File: src/rtl/zigzag_runlevel_4x4.sv
`default_nettype none
// ============================================================================
// Module   : zigzag_runlevel_4x4
// Purpose  : Captures one 4x4 block of quantized coefficients, walks it in
//            zig-zag order and streams only the nonzero coefficients as
//            (run, level) beats. The final beat of a block carries out_last;
//            an all-zero block produces a single empty beat.
// Revision : 1.0 - initial release
// ----------------------------------------------------------------------------
// Ports
//   clk        in   rising-edge clock
//   reset      in   asynchronous active-low reset
//   mode       in   intra(1)/inter(0) flag, captured with the block
//   in_coeffs  in   16 signed coefficients, row-major (row*4+col)
//   in_valid   in   in_coeffs/mode valid
//   in_ready   out  block can be accepted (IDLE only)
//   out_level  out  signed nonzero coefficient
//   out_run    out  zeros skipped since previous beat / block start
//   out_last   out  final beat of the block
//   out_empty  out  block had no nonzero coefficient (with out_last)
//   out_total  out  nonzero coefficient count, 0..16
//   out_mode   out  captured mode
//   out_valid  out  beat valid
//   out_ready  in   downstream accepts the beat
// ----------------------------------------------------------------------------
// Build option
//   ZIGZAG_REVERSE_SCAN_EN : when defined, traversal runs from zig-zag
//                            position 15 down to 0 (CAVLC order).
// ============================================================================
module zigzag_runlevel_4x4 #(
   parameter int BIT_LENGTH = 15
) (
   input  logic                         clk,
   input  logic                         reset,
   input  logic                         mode,
   input  logic signed [BIT_LENGTH:0]   in_coeffs [15:0],
   input  logic                         in_valid,
   output logic                         in_ready,
   output logic signed [BIT_LENGTH:0]   out_level,
   output logic [3:0]                   out_run,
   output logic                         out_last,
   output logic                         out_empty,
   output logic [4:0]                   out_total,
   output logic                         out_mode,
   output logic                         out_valid,
   input  logic                         out_ready
);

   typedef enum logic [1:0] {
      S_IDLE  = 2'd0,
      S_SCAN  = 2'd1,
      S_FLUSH = 2'd2,
      S_DRAIN = 2'd3
   } state_t;

   state_t                     state;
   // Coefficients and nonzero mask are stored already permuted into
   // traversal order, so the scan simply steps pos 0..15.
   logic signed [BIT_LENGTH:0] coef_q [15:0];
   logic [15:0]                nz_q;
   logic [3:0]                 last_pos_q;
   logic [3:0]                 pos_q;
   logic [3:0]                 run_q;

   logic [15:0]                cap_nz;
   logic [4:0]                 cap_total;
   logic [3:0]                 cap_last;
   logic                       advance;

   // Row-major index of the coefficient at forward zig-zag position p.
   function automatic logic [3:0] zz_index(input logic [3:0] p);
      logic [3:0] idx;
      case (p)
         4'd0:    idx = 4'd0;
         4'd1:    idx = 4'd1;
         4'd2:    idx = 4'd4;
         4'd3:    idx = 4'd8;
         4'd4:    idx = 4'd5;
         4'd5:    idx = 4'd2;
         4'd6:    idx = 4'd3;
         4'd7:    idx = 4'd6;
         4'd8:    idx = 4'd9;
         4'd9:    idx = 4'd12;
         4'd10:   idx = 4'd13;
         4'd11:   idx = 4'd10;
         4'd12:   idx = 4'd7;
         4'd13:   idx = 4'd11;
         4'd14:   idx = 4'd14;
         default: idx = 4'd15;
      endcase
      return idx;
   endfunction

   // Row-major index of the coefficient visited at traversal position p.
   function automatic logic [3:0] trav_index(input logic [3:0] p);
`ifdef ZIGZAG_REVERSE_SCAN_EN
      return zz_index(4'd15 - p);
`else
      return zz_index(p);
`endif
   endfunction

   // Block statistics computed directly from the incoming block so they are
   // ready at the capture edge.
   always_comb begin
      cap_nz    = '0;
      cap_total = '0;
      cap_last  = '0;
      for (int p = 0; p < 16; p++) begin
         if (in_coeffs[trav_index(4'(p))] != '0) begin
            cap_nz[p] = 1'b1;
            cap_total = cap_total + 5'd1;
            cap_last  = 4'(p);
         end
      end
   end

   // The scan may proceed unless a beat is held and not being taken.
   assign advance = !(out_valid && !out_ready);

   always_ff @(posedge clk or negedge reset) begin
      if (!reset) begin
         state      <= S_IDLE;
         in_ready   <= 1'b1;
         out_valid  <= 1'b0;
         out_level  <= '0;
         out_run    <= '0;
         out_last   <= 1'b0;
         out_empty  <= 1'b0;
         out_total  <= '0;
         out_mode   <= 1'b0;
         nz_q       <= '0;
         last_pos_q <= '0;
         pos_q      <= '0;
         run_q      <= '0;
         for (int i = 0; i < 16; i++) begin
            coef_q[i] <= '0;
         end
      end else begin
         case (state)
            S_IDLE: begin
               if (in_valid) begin
                  for (int i = 0; i < 16; i++) begin
                     coef_q[i] <= in_coeffs[trav_index(4'(i))];
                  end
                  nz_q       <= cap_nz;
                  last_pos_q <= cap_last;
                  out_total  <= cap_total;
                  out_mode   <= mode;
                  out_empty  <= 1'b0;
                  pos_q      <= '0;
                  run_q      <= '0;
                  in_ready   <= 1'b0;
                  state      <= (cap_nz == '0) ? S_FLUSH : S_SCAN;
               end
            end

            S_SCAN: begin
               if (advance) begin
                  if (nz_q[pos_q]) begin
                     out_level <= coef_q[pos_q];
                     out_run   <= run_q;
                     out_last  <= (pos_q == last_pos_q);
                     out_valid <= 1'b1;
                     run_q     <= '0;
                     if (pos_q == last_pos_q) begin
                        state <= S_DRAIN;
                     end
                  end else begin
                     // Zero: any held beat is being accepted this edge.
                     run_q     <= run_q + 4'd1;
                     out_valid <= 1'b0;
                  end
                  pos_q <= pos_q + 4'd1;
               end
            end

            S_FLUSH: begin
               out_level <= '0;
               out_run   <= '0;
               out_last  <= 1'b1;
               out_empty <= 1'b1;
               out_total <= '0;
               out_valid <= 1'b1;
               state     <= S_DRAIN;
            end

            default: begin
               if (out_valid && out_ready) begin
                  out_valid <= 1'b0;
                  in_ready  <= 1'b1;
                  state     <= S_IDLE;
               end
            end
         endcase
      end
   end

endmodule
`default_nettype wire

File: config.mk
export PLATFORM = sky130hd
export DESIGN_NAME = zigzag_runlevel_4x4
export DESIGN_NICKNAME = d
export VERILOG_FILES = /design/src/rtl/zigzag_runlevel_4x4.sv
export SDC_FILE = /design/constraint.sdc
export NUM_CORES = 1
export LEC_CHECK = 0
export BUFFER_PORTS_ARGS = -buffer_cell sky130_fd_sc_hd__buf_2
export CAP_MARGIN = 0
export CORE_AREA = 2 2 175 177
export DETAILED_ROUTE_END_ITERATION = 10
export DIE_AREA = 0 0 177 179
export PLACE_DENSITY = 0.8
export SETUP_SLACK_MARGIN = 0.3
export SYNTH_ARGS = -nofsm -noshare
export SYNTH_HDL_FRONTEND = slang
export SYNTH_SLANG_ARGS = --single-unit
File: constraint.sdc
create_clock -name clk -period 4.5 [get_ports clk]
set_clock_uncertainty 0.1 [all_clocks]
set_input_delay 0.45 -clock clk [delete_from_list [all_inputs] [get_ports clk]]
set_output_delay 0.45 -clock clk [all_outputs]
set_load 0.01 [all_outputs]
### Word-level counts from Yosys, hierarchy flattened

Cells that the tools add are included.

| storage, ports and cells | value |
|---|---|
| input port bits | 261 |
| output and inout port bits | 30 |
| logic and storage cells | 253 |
| memories kept | 0 |
| ROM bits | 0 |
| latch bits | 0 |
| RAM bits | 0 |
| bits in registers | 316 |

| cells by class | value |
|---|---|
| add/sub/neg operators | 17 |
| bitwise logic cells | 2 |
| muxes and demuxes | 146 |
| eq/ne operators | 7 |
| divide/modulo/power cells | 0 |
| reduce and logical (&&, ||, !) cells | 35 |
| order comparisons | 17 |
| multipliers | 0 |
| shift-type cells | 0 |

Operators by type and width:

| kind | count |
|---|---|
| $bmux 16 s4 | 17 |
| $mux 16 | 19 |
| $reduce_bool 16->1 | 16 |
| $mux 4 | 45 |
| $lt 4x5->1 const B | 17 |
| $mux 5 | 16 |
| $add 5x1->5 const B | 14 |
| $pmux 16 s2 | 1 |
| $mux 1 | 26 |
| $pmux 4 s2 | 3 |
| $logic_not 16->1 | 1 |
| $mux 2 | 8 |
| $mux 3 | 4 |
| $reduce_and 3->1 | 4 |
| $pmux 5 s2 | 1 |
| $add 4x1->4 const B | 2 |
| $ne 2x2->1 const B | 4 |
| $reduce_bool 2->1 | 4 |
| $pmux 1 s2 | 3 |
| $pmux 2 s3 | 1 |
| $reduce_and 5->1 | 1 |
| $bmux 1 s4 | 1 |
| $eq 4x4->1 | 1 |
| $reduce_and 2->1 | 2 |
| 11 further kinds | 13 |

### Logic depth before layout (Yosys ltp)

| logic depth | value |
|---|---|
| word-level depth | 34 |
| gate-level depth with buffers | 42 |
| gate-level depth less buffers | 42 |

### Worst setup path before layout

No wires, ideal clock.

| timing path | value |
|---|---|
| kind | input to register |
| from | input port in_coeffs[18] (netlist bit) |
| to | register out_total[2] |
| cell stages on the path | 37 |
| arrival time | 7.556 ns |
| path slack | -3.284 ns |
| path through | nor4_1 -> and4_1 -> ha_1 -> xor2_4 -> ha_1 -> nand2_1 -> mux2i_1 -> nor2_1 -> nand2_1 -> nand2_1 -> ha_1 -> a41oi_1 -> a31o_2 -> a31oi_1 -> xnor2_1 -> o21ai_0 -> ha_1 -> xnor2_1 -> a311oi_1 -> ha_1 -> xnor2_1 -> o221ai_1 -> inv_1 -> ha_1 -> xor2_1 -> and3_1 -> a221oi_1 -> ha_1 -> a22o_1 -> ha_1 -> mux2_2 -> ha_1 -> nand2_1 -> xor2_1 -> nor2_1 -> a21oi_1 -> o21ai_0 |

| on the way | value |
|---|---|
| word-level cells in the longest chain between the ends | 32 |

Ends and longest elaborated chain:

| item | line | source |
|---|---|---|
| from (decl) | 36 | `input logic signed [BIT_LENGTH:0] in_coeffs [15:0],` |
| $reduce_bool 16->1 (*) | 110 | `if (in_coeffs[trav_index(4'(p))] != '0) begin` |
| $mux 5 (*) | 110 |  |
| $add 5x1->5 | 112 | `cap_total = cap_total + 5'd1;` |
| $mux 5 (*) | 110 |  |
| $add 5x1->5 | 112 |  |
| $mux 5 (*) | 110 |  |
| $add 5x1->5 | 112 |  |
| $mux 5 (*) | 110 |  |
| (+16 left out) | n/a |  |
| $add 5x1->5 | 112 |  |
| $mux 5 (*) | 110 |  |
| $add 5x1->5 | 112 |  |
| $mux 5 (*) | 110 |  |
| $add 5x1->5 | 112 |  |
| $mux 5 (*) | 110 |  |
| $mux 5 (*) | 142 | `if (in_valid) begin` |
| $pmux 5 s2 (*) | 140 | `case (state)` |
| to (signal assigned) | 148 | `out_total <= cap_total;` |
| to (decl) | 43 | `output logic [4:0] out_total,` |

Every way passes the cells marked *; elsewhere a longest branch is shown, timed or not. The select of a mux whose other input is x is not followed.
A chain may end at the register's enable or synchronous reset.

### Final worst setup path

| timing path | value |
|---|---|
| from | input port in_coeffs[29] (netlist bit) |
| to | register out_total[4] |

Same word-level chain as after synthesis.

==> impl_metrics.toml <==
[synthesis]
synth-seq-area-share_pct = 47.2
syn_area_um2 = 16700
synthArstFlopShare_pct = 100
avgSynthCellArea_um2 = 13.2
synth_ff_type = "dfrtp_1"
syn_inst = 1273
synth-warning-count = 0
synth_enable_flop_cells = 0
ys_ff_latch = 316
synth_cell_type_count = 73
synth_fp_nets = 1557

[setup_path]
critPathCaptureType = "flip-flop"
startpoint_type = "input pin"
crit_arrival_ns = 7.83
worst_path_most_repeated_cell = "nand2_1"
crit_slowest_cell = "ha_1"
critical_path_class = "in -> reg"
crit_path_max_incr_delay_ns = 0.30
cp_max_fo = 5
required_ns = 4.79

[drt]
drt_pre_antenna_iters = 7
via_count = 13500
ant_nets = 0
drt-initial-drc-count = 893
wl_mm = 50.1
drc = 0
wl_per_cell_um = 22.2
via_per_inst = 5.96

[timing]
setup_ws_ns = -3.04
fin_crit_sh_pct = 168
fmax_ghz = 0.133
rsz0062_at_grt = "true"
tightest_slew_ns = 1.07
setup_viol = 5
hold-worst-slack_ns = 0.0500
hold_viol = 0
layout_min_cycle_time_ns = 7.54
relSlewSlack_pct = 28.5
maxSlewViolCount = 0

[min_path]
min_path_type = "in -> reg"

[finish]
diodes = 0
fillCellCount = 1845
instances_no_fill = 2257
final_cell_mix = "dfrtp_1 (313), buf_4 (292), buf_2 (285), mux2_2 (267), mux4_2 (85)"
multi_input_area_um2 = 8980
syn2layout_area_growth_pct = 35.1
utilization_pct = 75.3
final_nets = 2118
final_common_cell = "dfrtp_1"
drive_gt1_share_pct = 59.2
seqCellArea_um2 = 7910

[clock_tree]
htreeDepth = 2
clock_path_buffers = 3
clkSlewWorstSetupHoldPaths_ns = 0.06
cts_tree = "yes"
cts_num_sinks = 316
cts_buffers = 36
clockRootBuffer = "clkbuf_16"
clock_latency_ns = 0.53

[floorplan]
initial_utilization_pct = 55.8
die_width_um = 177
io_pins = 291
rows = 64
die_y_um = 179
dieArea_um2 = 31700
core_area_um2 = 30000

[power]
combPwrFrac_pct = 37.7
p_per_area_nw_per_um2 = 581
seq_power_share_pct = 37.9
p_int_uw = 8880
p_switching_uw = 4270
fin_total_pwr_uw = 13100
power.share.clock_pct = 24.4
p_leak_uw = 0.0101
peakVddDrop_v = 0.000344
switching_share_pct = 32.5

[place]
gp_congestion = 0.973
place_inst = 2162
dpl.hpwl_mm = 36.6
pre_cts_slack_ns = -3.32
portBuffers = 290

[grt]
grt_overflow = 0
grt_max_degree = 125
grtUsageTotal_pct = 31.9
grt_pass1_vias = 14100
grt_pass1_wl_mm = 76.8
antenna_found_initial = 0

[status]
outcome = "finished with violations"
violations = "negative setup slack"

[run]
drv_cap = 0
[worst max-delay path: cells and delay by family]
kind / cells / cell delay, ns
compound gates: 12 / 2.16
xor+xnor: 4 / 0.74
mux: 5 / 0.91
fa+ha+maj: 7 / 1.79
simple gates: 12 / 1.35
buf+inv: 4 / 0.42
[synth_stat cells, drive strengths merged (7+ instances only)]
master  count  area, um^2
nor4       61         422
xor2       19         219
mux2      269        3030
o31ai       7        52.6
dfrtp     315        7880
nand2b     22         138
o21ai      57         285
or4        10        75.1
nand3      18        90.1
nor3       10        50.1
mux2i      10         100
xnor2      34         377
ha         23         288
mux4       85        1910
nand4      15         130
buf        17        73.8
nand2      76         285
a21oi      22         110
inv        19        71.3
nor2       43         161
clkbuf     53         199
[worst paths after layout]
| kind | start | end | slack, ns | depth (start not counted) |
|---|---|---|---|---|
| max | in_coeffs[29] | out_total[4] | -3.04 | 44 |
| min in group asynchronous | reset | out_mode | 0.50 | 2 |
| min reg2reg | out_run[3] | out_run[3] | 0.37 | 2 |
| max reg2reg | pos_q[0] | out_level[11] | 1.37 | 7 |
| min | mode | out_mode | 0.05 | 2 |
| max in group asynchronous | reset | out_run[2] | 2.77 | 3 |
[routing by layer]
metal | track usage (%) | up-vias | wire length, um
met5 | 0.641 | - | 0
met4 | 15.9 | 0 | 2670
met3 | 6.13 | 144 | 3540
met2 | 53.2 | 553 | 24600
met1 | 39.9 | 6811 | 19300
li1 | - | 5947 | -
[power by group through the flow]
stage | clock network, uW | registers, uW | logic, uW
2_1_floorplan | 0 | 4720 | 3410
6_report | 3200 | 4990 | 4960
3_3_place_gp | 0 | 4890 | 4730
3_5_place_dp | 0 | 5000 | 4890
5_1_grt | 3350 | 5140 | 5260
4_1_cts | 3230 | 4970 | 4940
[flip-flops by register name, summed over array words and instances (netlist names)]
register,flops
coef_q,256
out_total,5
state,2
out_empty,1
in_ready,1
out_last,1
out_mode,1
last_pos_q,4
out_run,4
run_q,4
pos_q,4
out_valid,1
nz_q,16
out_level,16
[through the flow]
step           area [um^2]  setup TNS (ns)
2_1_floorplan        17000          -11.22
6_report             22600          -11.92
4_1_cts              22400          -10.46
3_3_place_gp         20800          -12.98
5_1_grt              22600          -13.43
3_5_place_dp         20800          -13.87
[logic make-up after synthesis]
logic type	share of synthesized area [%]
multiplexers	30.1
flip-flops	47.2
AO/OA/AOI/OAI	5.30
buffers and inverters	2.05
AND/OR/NAND/NOR	9.41
adder cells (fa/ha/maj)	1.78
XOR/XNOR	4.11
[layout make-up]
cell class / count / area share [%]
clock buffers: 46 / 4.60
flip-flops and latches: 316 / 35.0
well taps: 396 / 2.19
repair buffers: 593 / 17.0
multi-input cells: 868 / 39.7
inverters: 19 / 0.326
clock inverters: 19 / 1.21
[what timing repair did]
| action | CTS | global route |
|---|---|---|
| endpoints found under the setup margin | 5 | 5 |
| pin swaps | 36 | 28 |
| hold endpoints to repair | 60 | 0 |
| hold buffers | 1 | 0 |
| gates resized for setup | 34 | 25 |
| setup buffers | 23 | 6 |
Power figures use the tool's default switching activity.
